==> src/rtl/pc_sequencer_if.sv <==
// rtl/pc_sequencer_if.sv - shared types and the redirect/PC-control interface for pc_sequencer
package pc_sequencer_pkg;
    typedef struct packed {
        logic clk;
        logic resetn;
    } Util_Control_T;

    typedef enum logic [1:0] {
        PC_INC    = 2'd0,
        PC_BRANCH = 2'd1,
        PC_JUMP   = 2'd2
    } Pc_Action_T;
endpackage

interface pc_sequencer_if #(
    parameter int OFFSET_W = 16,
    parameter int JUMP_W   = 26,
    parameter int DEPTH    = 2
);
    import pc_sequencer_pkg::*;

    logic                stall;
    logic                br_valid;
    logic [OFFSET_W-1:0] br_offset;
    logic                jmp_valid;
    logic [JUMP_W-1:0]   jmp_target;

    Pc_Action_T          act;
    logic [OFFSET_W-1:0] offset;
    logic [JUMP_W-1:0]   jump;
    logic [DEPTH-1:0]    flush;
    logic                pending;

    modport slave (
        input  stall, br_valid, br_offset, jmp_valid, jmp_target,
        output act, offset, jump, flush, pending
    );

    modport master (
        output stall, br_valid, br_offset, jmp_valid, jmp_target,
        input  act, offset, jump, flush, pending
    );
endinterface

==> src/rtl/pc_sequencer.sv <==
// rtl/pc_sequencer.sv - PC action sequencer: redirect arbitration, stall holds, deferred redirects, flushes
module pc_sequencer
    import pc_sequencer_pkg::*;
#(
    parameter int OFFSET_W = 16,
    parameter int JUMP_W   = 26,
    parameter int DEPTH    = 2
) (
    input  Util_Control_T  ctrl,
    pc_sequencer_if.slave  seq
);

    typedef enum logic {ST_RUN, ST_PEND} state_e;
    typedef enum logic {KIND_BR, KIND_JMP} kind_e;

    state_e              state_q, state_d;
    kind_e               kind_q, kind_d;
    logic [OFFSET_W-1:0] pend_offset_q, pend_offset_d;
    logic [JUMP_W-1:0]   pend_target_q, pend_target_d;

    Pc_Action_T          act_o;
    logic [OFFSET_W-1:0] offset_o;
    logic [JUMP_W-1:0]   jump_o;
    logic [DEPTH-1:0]    flush_o;
    logic                pending_o;
    logic [OFFSET_W-1:0] br_corrected;

    // The branch offset is relative to the branch PC+4, but the PC register sits DEPTH stages ahead.
    assign br_corrected = seq.br_offset + OFFSET_W'(1) - OFFSET_W'(DEPTH);

    always_ff @(posedge ctrl.clk) begin
        if (!ctrl.resetn) begin
            state_q       <= ST_RUN;
            kind_q        <= KIND_BR;
            pend_offset_q <= '0;
            pend_target_q <= '0;
        end else begin
            state_q       <= state_d;
            kind_q        <= kind_d;
            pend_offset_q <= pend_offset_d;
            pend_target_q <= pend_target_d;
        end
    end

    always_comb begin
        state_d       = state_q;
        kind_d        = kind_q;
        pend_offset_d = pend_offset_q;
        pend_target_d = pend_target_q;
        act_o         = PC_INC;
        offset_o      = '0;
        jump_o        = '0;
        flush_o       = '0;
        pending_o     = 1'b0;

        if (!ctrl.resetn) begin
            flush_o = '1;
        end else begin
            unique case (state_q)
                ST_RUN: begin
                    if (!seq.stall) begin
                        if (seq.br_valid) begin
                            act_o    = PC_BRANCH;
                            offset_o = br_corrected;
                            flush_o  = '1;
                        end else if (seq.jmp_valid) begin
                            act_o   = PC_JUMP;
                            jump_o  = seq.jmp_target;
                            flush_o = DEPTH'(1);
                        end
                    end else begin
                        // Branch with a zero offset keeps the PC on its current address.
                        act_o = PC_BRANCH;
                        if (seq.br_valid) begin
                            state_d       = ST_PEND;
                            kind_d        = KIND_BR;
                            pend_offset_d = br_corrected;
                        end else if (seq.jmp_valid) begin
                            state_d       = ST_PEND;
                            kind_d        = KIND_JMP;
                            pend_target_d = seq.jmp_target;
                        end
                    end
                end
                ST_PEND: begin
                    pending_o = 1'b1;
                    if (seq.stall) begin
                        act_o = PC_BRANCH;
                        // An older branch in EX outranks a younger jump from ID.
                        if (seq.br_valid && kind_q == KIND_JMP) begin
                            kind_d        = KIND_BR;
                            pend_offset_d = br_corrected;
                        end
                    end else begin
                        state_d = ST_RUN;
                        if (kind_q == KIND_BR) begin
                            act_o    = PC_BRANCH;
                            offset_o = pend_offset_q;
                            flush_o  = '1;
                        end else begin
                            act_o   = PC_JUMP;
                            jump_o  = pend_target_q;
                            flush_o = DEPTH'(1);
                        end
                    end
                end
                default: state_d = ST_RUN;
            endcase
        end
    end

    assign seq.act     = act_o;
    assign seq.offset  = offset_o;
    assign seq.jump    = jump_o;
    assign seq.flush   = flush_o;
    assign seq.pending = pending_o;

endmodule

==> src/flat_wrapper.sv <==
// flat-port wrapper written by rule: the top's interface ports become plain ports
module pc_sequencer_flat import pc_sequencer_pkg::*;
#(
    parameter int OFFSET_W = 16,
    parameter int JUMP_W   = 26,
    parameter int DEPTH    = 2
)
  (ctrl, seq_stall, seq_br_valid, seq_br_offset, seq_jmp_valid, seq_jmp_target, seq_act, seq_offset, seq_jump, seq_flush, seq_pending);
  pc_sequencer_if #(.OFFSET_W(OFFSET_W), .JUMP_W(JUMP_W), .DEPTH(DEPTH)) seq_i ();
  input  Util_Control_T ctrl;
  input wire logic [$bits(seq_i.stall)-1:0] seq_stall;
  input wire logic [$bits(seq_i.br_valid)-1:0] seq_br_valid;
  input wire logic [$bits(seq_i.br_offset)-1:0] seq_br_offset;
  input wire logic [$bits(seq_i.jmp_valid)-1:0] seq_jmp_valid;
  input wire logic [$bits(seq_i.jmp_target)-1:0] seq_jmp_target;
  output wire logic [$bits(seq_i.act)-1:0] seq_act;
  output wire logic [$bits(seq_i.offset)-1:0] seq_offset;
  output wire logic [$bits(seq_i.jump)-1:0] seq_jump;
  output wire logic [$bits(seq_i.flush)-1:0] seq_flush;
  output wire logic [$bits(seq_i.pending)-1:0] seq_pending;
  assign seq_i.stall = seq_stall;
  assign seq_i.br_valid = seq_br_valid;
  assign seq_i.br_offset = seq_br_offset;
  assign seq_i.jmp_valid = seq_jmp_valid;
  assign seq_i.jmp_target = seq_jmp_target;
  assign seq_act = seq_i.act;
  assign seq_offset = seq_i.offset;
  assign seq_jump = seq_i.jump;
  assign seq_flush = seq_i.flush;
  assign seq_pending = seq_i.pending;
  pc_sequencer #(.OFFSET_W(OFFSET_W), .JUMP_W(JUMP_W), .DEPTH(DEPTH)) u_core (.ctrl(ctrl), .seq(seq_i));
endmodule
==> config.mk <==
export PLATFORM = sky130hd
export DESIGN_NAME = pc_sequencer_flat
export DESIGN_NICKNAME = d
export VERILOG_FILES = /design/src/rtl/pc_sequencer_if.sv /design/src/rtl/pc_sequencer.sv /design/src/flat_wrapper.sv
export SDC_FILE = /design/constraint.sdc
export NUM_CORES = 1
export LEC_CHECK = 0
export BUFFER_PORTS_ARGS = -buffer_cell sky130_fd_sc_hd__buf_2
export CAP_MARGIN = 10
export CORE_MARGIN = 2
export CORE_UTILIZATION = 40
export CTS_CLUSTER_DIAMETER = 30
export DETAILED_ROUTE_END_ITERATION = 8
export MAX_ROUTING_LAYER = met4
export PLACE_DENSITY = 0.8
export SLEW_MARGIN = 20
export SYNTH_ARGS = -nofsm -noshare
export SYNTH_HDL_FRONTEND = slang
export SYNTH_SLANG_ARGS = --single-unit
==> constraint.sdc <==
create_clock -name ctrl -period 2.65 [get_ports ctrl]
set_input_delay 0.53 -clock ctrl [delete_from_list [all_inputs] [get_ports ctrl]]
set_output_delay 0.53 -clock ctrl [all_outputs]
set_load 0.01 [all_outputs]
== Word level (Yosys, flattened, before mapping) ==
Index checks and enable logic that the tools add are counted.

* Add/subtract/negate cells: 2
* Multiply operators: 0
* Div/mod/pow operators: 0
* Magnitude comparators: 0
* Equality and inequality tests: 5
* Shift-type cells: 0
* Multiplexer cells: 45
* Bitwise logic cells: 2
* Reductions and logical operators: 4

{| class="wikitable"
|+ Operators by type and width
! kind !! number
|-
| $mux W26 || 6
|-
| $mux W16 || 9
|-
| $pmux W16 S2 || 2
|-
| $pmux W26 S2 || 1
|-
| $mux W2 || 11
|-
| $add A16 B1 Y16 const B || 1
|-
| $sub A16 B2 Y16 const B || 1
|-
| $mux W1 || 12
|-
| $reduce_and A4 Y1 || 3
|-
| $ne A2 B2 Y1 const B || 4
|-
| $pmux W2 S2 || 2
|-
| $pmux W1 S2 || 2
|-
| $ne A3 B3 Y1 const B || 1
|-
| $not A1 Y1 || 2
|-
| $logic_and A1 B1 Y1 || 1
|}

* Bits in registers: 44
* Bits in latches: 0
* RAM bits: 0
* Memory bits (read-only): 0
* Input port bits: 47
* Output and inout port bits: 47
* Word-level logic and storage cells: 62
* Memories kept: 0

== Logic depth before layout (Yosys ltp) ==
* Depth in word-level cells: 6
* Depth in mapped cells: 7
* Mapped depth without buffers: 7

== Least setup slack after synthesis ==
OpenSTA, ideal clock, no wires.

* Path type: input to output
* From: input port seq_br_offset[3]
* To: output port seq_offset[15]
* Arrival: 2.169 ns
* Data required time: 2.120 ns
* Slack: -0.049 ns
* Cell stages on the path: 5
* Path buffers: 0
* Cell sequence: or4_1 or2_4 or3b_1 xor2_1 a211oi_2

* Cells in the longest elaborated chain, start to end: 6

{| class="wikitable"
|+ Ends and longest elaborated chain
! element !! RTL line !! source
|-
| start, declared || flat_wrapper.sv:13 || <nowiki>input wire logic [$bits(seq_i.br_offset)-1:0] seq_br_offset;</nowiki>
|-
| $add A16 B1 Y16 || pc_sequencer.sv:29 || <nowiki>assign br_corrected = seq.br_offset + OFFSET_W'(1) - OFFSET_W'(DEPTH);</nowiki>
|-
| $sub A16 B2 Y16 || pc_sequencer.sv:29 ||
|-
| $mux W16 || pc_sequencer.sv:62 || <nowiki>if (seq.br_valid) begin</nowiki>
|-
| $mux W16 || pc_sequencer.sv:61 || <nowiki>if (!seq.stall) begin</nowiki>
|-
| $pmux W16 S2 || pc_sequencer.sv:59 || <nowiki>unique case (state_q)</nowiki>
|-
| $mux W16 || pc_sequencer.sv:56 || <nowiki>if (!ctrl.resetn) begin</nowiki>
|-
| end, declared || flat_wrapper.sv:17 || <nowiki>output wire logic [$bits(seq_i.offset)-1:0] seq_offset;</nowiki>
|}

Every way passes these cells.

== Final worst setup path ==
Ends and elaborated chain as after synthesis.

==> key figures <==
Outcome
  – Outcome: complete, but fails checks
  – Violated checks: setup timing

STA
  – Final Slew Violations: 0
  – Slew margin rel.: 41.0%
  – Setup violators final: 9
  – Final min period: 2890 ps
  – Unrepaired setup endpoints after global routing: true
  – Peak Freq: 0.345 GHz
  – WHS: 175 ps
  – Hold Vio Cnt, Final: 0
  – Worst slew pin tran: 885 ps
  – Period utilization: 109%
  – Setup WS post-layout: -244 ps
  – Clock Skew: 10.5 ps

Final layout
  – Most common cell after layout, fill and taps aside: buf_2
  – Antenna fix cells: 0
  – # fillers: between 400 and 500
  – Layout area overhead: 72.3%
  – Layout cell share with drive strength beyond 1: 48.2%
  – Final nets: between 500 and 600
  – Commonest cells after routing, fill and taps aside: buf_2, inv_2, nand2_1, nor2_1, dfxtp_1
  – Fin cells: around 610

Worst setup path
  – Critical path required time: 2120 ps
  – Critical-path cell list: buf_6 > or4_4 > or2_4 > or3b_4 > xor2_1 > a211oi_2 > buf_2
  – CP Launch Type: input port
  – WP data arrival: 2360 ps
  – Critical path peak fanout: 3
  – Worst path max stage delay: 530 ps
  – Critical path capture point type: primary output
  – Setup CP Type: in2out
  – Worst path slowest cell: or4_4

Global route
  – First-pass GRT wire length: 13400 µm
  – Pin count of the biggest net entering global routing: 28
  – GRT overflow: 0
  – Antenna violations before repair: 0
  – Gr usage total: 28.8%
  – Vias in the first global route: 3786

Clock network
  – Worst-skew pair later-pin latency: around 300 ps
  – Reg clk slew, reported paths: 90 ps
  – # hold bufs at CTS: 0
  – CTS tree: done

Routing
  – Initial drt markers: approximately 180
  – DRT antenna net count: 0
  – DRC: 0
  – Final wirelength: about 9000 µm
  – First-pass iteration count of the detailed router: 5
  – Via count: 3270
  – Vias/cell: 5.40
  – WL/cell: 14.9 µm

Synthesis
  – Post-synth EDFFs: 0
  – Mapped Area: 0.00236 mm²
  – Leading area contributor after synthesis: dfxtp_1
  – Unique masters post-synth: 30
  – Synth Register Bits: 44
  – Syn_nets: 379
  – Top cell type's share of synthesized area: between 30% and 40%
  – Sequential share of the synthesized area: 37.2%
  – Mean Syn Cell Area: 7.14 µm²
  – Async SR Flop Fraction: 0%
  – Largest cells by area after synthesis: dfxtp_1, nor2_1, nand2_1, a21oi_1, a22oi_1
  – Yosys warns: 0
  – Cell count after synthesis: 331
  – Ys flop type: dfxtp_1

Place
  – I/O Buffers: 92
  – Dpl cells: 499
  – RePlAce Congestion: 0.892
  – HPWL Detailed: around 4600 µm

Die
  – Placement Rows: 28
  – Ports: 94
  – Core ar.: 0.00582 mm²
  – Die X: 80.9 µm
  – Initial core utilization: between 40% and 50%
  – Die Y: roughly 80 µm
  – DIE AREA: 0.00654 mm²

Power and ir drop
  – Worst VDD drop: around 0.72 mV
  – Power Density: between 1000 and 1500 mW/mm²
  – P_leak: 0.00198 µW

Flow run
  – Max-cap violations: 0

Hold path
  – Hold Crit Class: clk2reg
[repair_timing]
item                       in CTS  in global routing
setup endpoints to repair      17                 14
resized for setup              35                 16
gates cloned                    0                  0
pin swaps                       9                 10
buffers inserted                4                  6
[synth_stat cells, drive strengths merged, types with 2 or more instances]
cell type,count
nor2,61
nand2,60
dfxtp,44
a21oi,40
a22oi,26
clkbuf,24
o21ai,12
a211oi,10
nor3,7
xor2,7
mux2i,6
xnor2,6
inv,5
nor4,5
or3,4
or3b,2
or4,2
[path summary, 6_finish.rpt]
path | startpoint | to | slack, ps | cells past startpoint
max | seq_br_offset[3] | seq_offset[15] | -240 | 7
min | ctrl[0] | u_core.pend_offset_q[5] | 180 | 4
max reg2reg | u_core.state_q | u_core.pend_target_q[14] | 900 | 4
min reg2reg | u_core.pend_target_q[10] | u_core.pend_target_q[10] | 450 | 2
[final cells by class]
type,instances,area (µm²),area share (%)
clock buffer,72,616,15.1
tap,75,93.8,2.30
multi-input combinational,258,1600,39.3
clock inverter,73,322,7.89
inverter,4,15.0,0.369
sequential,44,881,21.6
timing repair buffer,80,548,13.5
[power breakdown]
part | leakage, µW | internal, µW | switching (µW) | total (µW)
sequential | 0.000359 | 874 | 118 | 992
combinational | 0.000674 | 189 | 349 | 538
clock | 0.000948 | 1380 | 1600 | 2970
[layer usage]
layer / routed length, µm / track usage, %
met5: 0 / -
met4: 488 / 43.2
met3: 655 / 23.0
met2: 4580 / 35.3
met1: 3300 / 21.1
[sequential cells by signal, indices dropped and copies added, names as in the netlist]
signal and flops:
u_core.kind_q 1, u_core.pend_offset_q 16, u_core.pend_target_q 26, u_core.state_q 1
[cell families (layout without fill, tap and decap cells)]
group           Yosys count  in the layout  synth area share (%)
compound gates           91             91                  23.8
xor+xnor                 13             13                  4.81
fa+ha+maj                 1              1                 0.529
buf+inv                  29            229                  4.60
flops                    44             44                  37.2
mux                       6              6                  2.54
simple gates            147            147                  26.5
[stage by stage]
stage	area (µm²)	util [%]	setup WS [ps]	TNS, ps	power [µW]
global route	4070	70.1	-280	-1370	4860
detailed placement	3030	52.1	-174	-522	2050
finish	4070	70.1	-244	-979	4500
global placement	3030	52.1	-158	-378	2020
CTS	3950	67.8	-196	-639	4490
floorplan	2360	-	5.28	0	1850
[critical path: cells and delay by family]
kind | cells | cell delay [ps]
compound gates | 1 | 190
xor+xnor | 1 | 180
buf+inv | 2 | 260
simple gates | 3 | 1200
No activity file was read; power rests on OpenSTA's default activity.
